<file path="src/rtl/param_updown_counter.sv">
// Modulo-MODULUS up/down counter with parallel load, p/t enables, cascade carry and sticky wrap flag.
// Optional macro PARAM_COUNTER_SAT_EN: hold at the terminal value instead of wrapping.
module param_updown_counter #(
  parameter int WIDTH   = 4,
  parameter int MODULUS = 16
) (
  input  logic             clk,
  input  logic             clr,
  input  logic             ld,
  input  logic             p,
  input  logic             t,
  input  logic             up,
  input  logic [WIDTH-1:0] D,
  output logic [WIDTH-1:0] Q,
  output logic             co,
  output logic             ovf
);

  localparam logic [WIDTH-1:0] TOP     = WIDTH'(MODULUS - 1);
  localparam logic [WIDTH:0]   MOD_EXT = (WIDTH + 1)'(MODULUS);

  logic [WIDTH-1:0] q_reg, q_next;
  logic             ovf_reg, ovf_next;
  logic             at_term;
  logic             count_en;

  assign at_term  = up ? (q_reg == TOP) : (q_reg == '0);
  assign count_en = p & t;
  assign co       = t & at_term;
  assign Q        = q_reg;
  assign ovf      = ovf_reg;

  always_comb begin
    q_next   = q_reg;
    ovf_next = ovf_reg;
    if (ld) begin
      // Out-of-range load data clamps to the top of the sequence.
      q_next   = ({1'b0, D} < MOD_EXT) ? D : TOP;
      ovf_next = 1'b0;
    end else if (count_en) begin
      if (at_term) begin
        ovf_next = 1'b1;
`ifdef PARAM_COUNTER_SAT_EN
        q_next   = q_reg;
`else
        q_next   = up ? '0 : TOP;
`endif
      end else begin
        q_next = up ? (q_reg + 1'b1) : (q_reg - 1'b1);
      end
    end
  end

  always_ff @(posedge clk) begin
    if (clr) begin
      q_reg   <= '0;
      ovf_reg <= 1'b0;
    end else begin
      q_reg   <= q_next;
      ovf_reg <= ovf_next;
    end
  end

endmodule

</file>
<file path="config.mk">
export PLATFORM = sky130hd
export DESIGN_NAME = param_updown_counter
export DESIGN_NICKNAME = d
export VERILOG_FILES = /design/src/rtl/param_updown_counter.sv
export SDC_FILE = /design/constraint.sdc
export NUM_CORES = 1
export LEC_CHECK = 0
export CAP_MARGIN = 20
export CELL_PAD_IN_SITES_DETAIL_PLACEMENT = 0
export CELL_PAD_IN_SITES_GLOBAL_PLACEMENT = 2
export CORE_UTILIZATION = 22
export CTS_CLUSTER_SIZE = 24
export DETAILED_ROUTE_END_ITERATION = 8
export GPL_TIMING_DRIVEN = 1
export PLACE_DENSITY_LB_ADDON = 0.1
export RECOVER_POWER = 25
export REMOVE_ABC_BUFFERS = 1
export SYNTH_ARGS = -nofsm -noshare
export SYNTH_HDL_FRONTEND = slang
export SYNTH_SLANG_ARGS = --single-unit
</file>
<file path="constraint.sdc">
create_clock -name clk -period 1.7 [get_ports clk]
set_input_delay 0.17 -clock clk [delete_from_list [all_inputs] [get_ports clk]]
set_output_delay 0.17 -clock clk [all_outputs]
set_load 0.005 [all_outputs]
</file>
==> Implementation_results.wiki <==
{| class="wikitable"
! Metric !! Value
|-
| Count of inserted antenna diode cells || 0
|-
| Final critical-path share of the clock period || 0.962
|-
| Count of unique library cells instantiated by Yosys || 27
|-
| Share of layout cells above drive strength 1 || 0.274
|-
| Netlist area before placement || 394 um2
|-
| DIE AREA || 1960 um2
|-
| Critical R2R Capture || Q[1]
|-
| WP data arrival || 1470 ps
|-
| Max-Cap Viols || 0
|-
| Antenna violations before repair || 0
|-
| Standard-cell rows || 14
|-
| I/O pin count || 16
|-
| Hpwl dp || 855 um
|-
| Number of search-and-repair iterations in the first detailed-routing pass || 4
|-
| Cell depth of the worst flop-to-flop path || 4
|-
| Buffers added on ports || 15
|-
| Worst min-delay path endpoint || ovf
|-
| Non-Filler Cell Area, Final || 669 um2
|-
| Vias in the first global route || 381
|-
| Result of the run || finished, final reports clean
|-
| Synthesized area per cell || 8.96 um2
|-
| Adder and majority cell fraction of the synthesized area || 0.114
|-
| Achievable Freq || 0.611 GHz
|-
| Antenna-violating nets left || 0
|-
| Synth Register Bits || 5
|-
| Net total in the final layout || 87
|-
| Hold WC Path Type || flop to flop
|-
| Synthesized netlist cell count || 44
|-
| First DRT Iteration DRCs || 10
|-
| Dominant combinational cell family by area after synthesis || compound AO/OA/AOI/OAI gates
|-
| Clock transition at the register clock pins on the worst setup and hold paths after CTS || 50 ps
|-
| Startpoint of the worst hold path || ovf
|-
| Worst Setup Start Kind || flop
|-
| Setup CP Type || flop to output port
|-
| First-pass GRT wire length || 1.76 mm
|-
| Hold Path Cell Cnt || 1
|-
| Worst Clk Skew || 4.52 ps
|-
| Maximum number of pins on one net before global-route repair || 7
|-
| IR drop worst, VDD || 490 uV
|-
| Horizontal die dimension || 44.3 um
|-
| Final WS setup || 64.6 ps
|-
| P&R area growth vs syn || 69.8%
|-
| Parity-gate share of the synthesized area counting xor and xnor cells || 0.0889
|-
| Die Span Y || 44.3 um
|-
| Initial core utilization || 0.247
|-
| Post-Place Cell Area || 652 um2
|-
| WL/cell || 10.8 um
|-
| Pin slew with the least headroom to its limit || 379 ps
|-
| Sequential area share after synthesis || 0.254
|-
| Post-route non-filler standard cell count || 97
|-
| Number of vias per cell || 4.37
|-
| Fin. max-slew vios || 0
|-
| Fraction of synthesized area in multiplexers || 0.0254
|-
| Number of buffers created by CTS || 3
|-
| Synth Area in Compound Gates || 0.260
|-
| Remaining max-slew budget at the tightest pin || 0.741
|-
| Number of synthesis warnings || 0
|-
| RR Startpoint || Q[0]
|-
| Final critical delay including setup and external delays || 1640 ps
|-
| Critical path data required time || 1530 ps
|-
| Dominant register cell in the synthesized netlist || dfxtp_1
|-
| TritonCTS Sinks || 5
|-
| Post-placement cell count || 93
|-
| Category of the worst setup path capture point || output port
|-
| Max FFs per register || 4
|-
| Overflow after GRT || 0
|-
| Static leakage power || 0.295 nW
|-
| H-Tree Depth || 1
|-
| Worst-case hold slack || 455 ps
|-
| Slack of the worst reg-to-reg path || 180 ps
|-
| Clock tree root buffer cell || clkbuf_4
|-
| Unrepaired setup endpoints after global routing || true
|-
| Share of async-settable or async-resettable flops after synthesis || 0
|-
| Post-detailed-routing wire length || 1.05 mm
|-
| Total setup buffers inserted after CTS || 0
|-
| Clock latency on the worst-skew pair || 250 ps
|-
| Pwr dens || 694 nW/um2
|-
| CTS tree || built
|-
| Remaining DRCs || 0
|-
| Global Route Usage Sum || 0.123
|-
| Area share of and/or/nand/nor cells after synthesis || 0.225
|-
| Total power consumption of the routed design || 465 uW
|-
| Via count of the routed design || 424
|-
| Worst slack at placement || -144 ps
|-
| CP max FO || 2
|-
| Number of enable-type register cells in the synthesized netlist || 0
|-
| Core Area || 1590 um2
|-
| Final setup violation count || 0
|-
| Final estimated routing congestion in global placement || 0.687
|-
| Number of buffers on the longest clock path || 2
|-
| Hold Violations, Final || 0
|}
-- metrics by stage --
| step | utilization | TNS [ps] |
|---|---|---|
| after global placement | 0.409 | -351 |
| after CTS | 0.422 | 0 |
| after detailed placement | 0.409 | -450 |
| final | 0.420 | 0 |
| after floorplan | - | 0 |
| after global routing | 0.420 | -4.15 |
-- cells by family after synthesis --
logic type / count (synthesis)
AOI/OAI and AO/OA: 14
buffers and inverters: 3
adders and majority gates: 3
DFF: 5
and+or+nand+nor: 14
xor gates and xnor gates: 4
muxes: 1
-- where the power goes --
group | internal (mW) | leakage [nW] | switching (mW)
combinational | 0.110 | 0.238 | 0.0779
sequential | 0.129 | 0.0413 | 0.00570
clock | 0.0890 | 0.0150 | 0.0534
-- timing repair --
action                                 in CTS  in global routing
setup endpoints to repair                   1                  1
pin swaps                                   0                  1
endpoints found under the hold margin       0                  0
hold buffers                                0                  0
gates resized for setup                     3                  1
-- per-layer routing --
layer / vias to the layer above / share of wire / global-route usage
li1: 221 / - / -
met1: 188 / 0.51 / 0.171
met2: 15 / 0.41 / 0.171
met3: 0 / 0.081 / 0.0776
met4: 0 / 0 / 0
met5: - / 0 / 0
-- layout by cell type (no fill, tap or decap), drive strengths merged --
cell            n
a2111oi         1
a211oi          1
a21boi          1
a21o            1
a21oi           5
a221oi          1
and3            1
buf            11
clkbuf          5
clkdlybuf4s50  13
dfxtp           5
dlygate4sd3     1
fa              1
ha              2
inv             2
mux2i           1
nand2           2
nand2b          1
nand3           2
nor2            6
nor3            1
o21a            1
o21ai           1
o31ai           2
or4             1
xnor2           2
xor2            2
-- cells in the mapped netlist, types with 2 or more instances --
master | instances | share of area
inv_1 | 2 | 0.019
ha_1 | 2 | 0.063
a21oi_1 | 5 | 0.063
xor2_1 | 2 | 0.044
nand2_1 | 2 | 0.019
dfxtp_1 | 5 | 0.25
xnor2_1 | 2 | 0.044
nor2_1 | 5 | 0.048
-- critical path, cell delays in order (launching register included) --
cell,delay [ps]
dfxtp_1,300
or4_4,530
nand2b_4,160
a21boi_1,100
buf_2,120
-- layout make-up --
class	count	area, um2
clock buffer	4	26.3
timing repair buffer	26	224
inverter	2	7.51
fill	165	925
tap	24	30.0
sequential	5	100
multi-input combinational	36	282
-- how the worst max path moves through the flow --
stage,cells past startpoint,startpoint,slack (ps),to
floorplan,3,Q[1],300,Q[1]
global placement,7,up,-120,Q[2]
detailed placement,7,up,-140,Q[2]
CTS,4,Q[2],20,co
global route,4,Q[1],-4,co
finish,4,Q[1],60,co
Power figures use the tool's default switching activity.
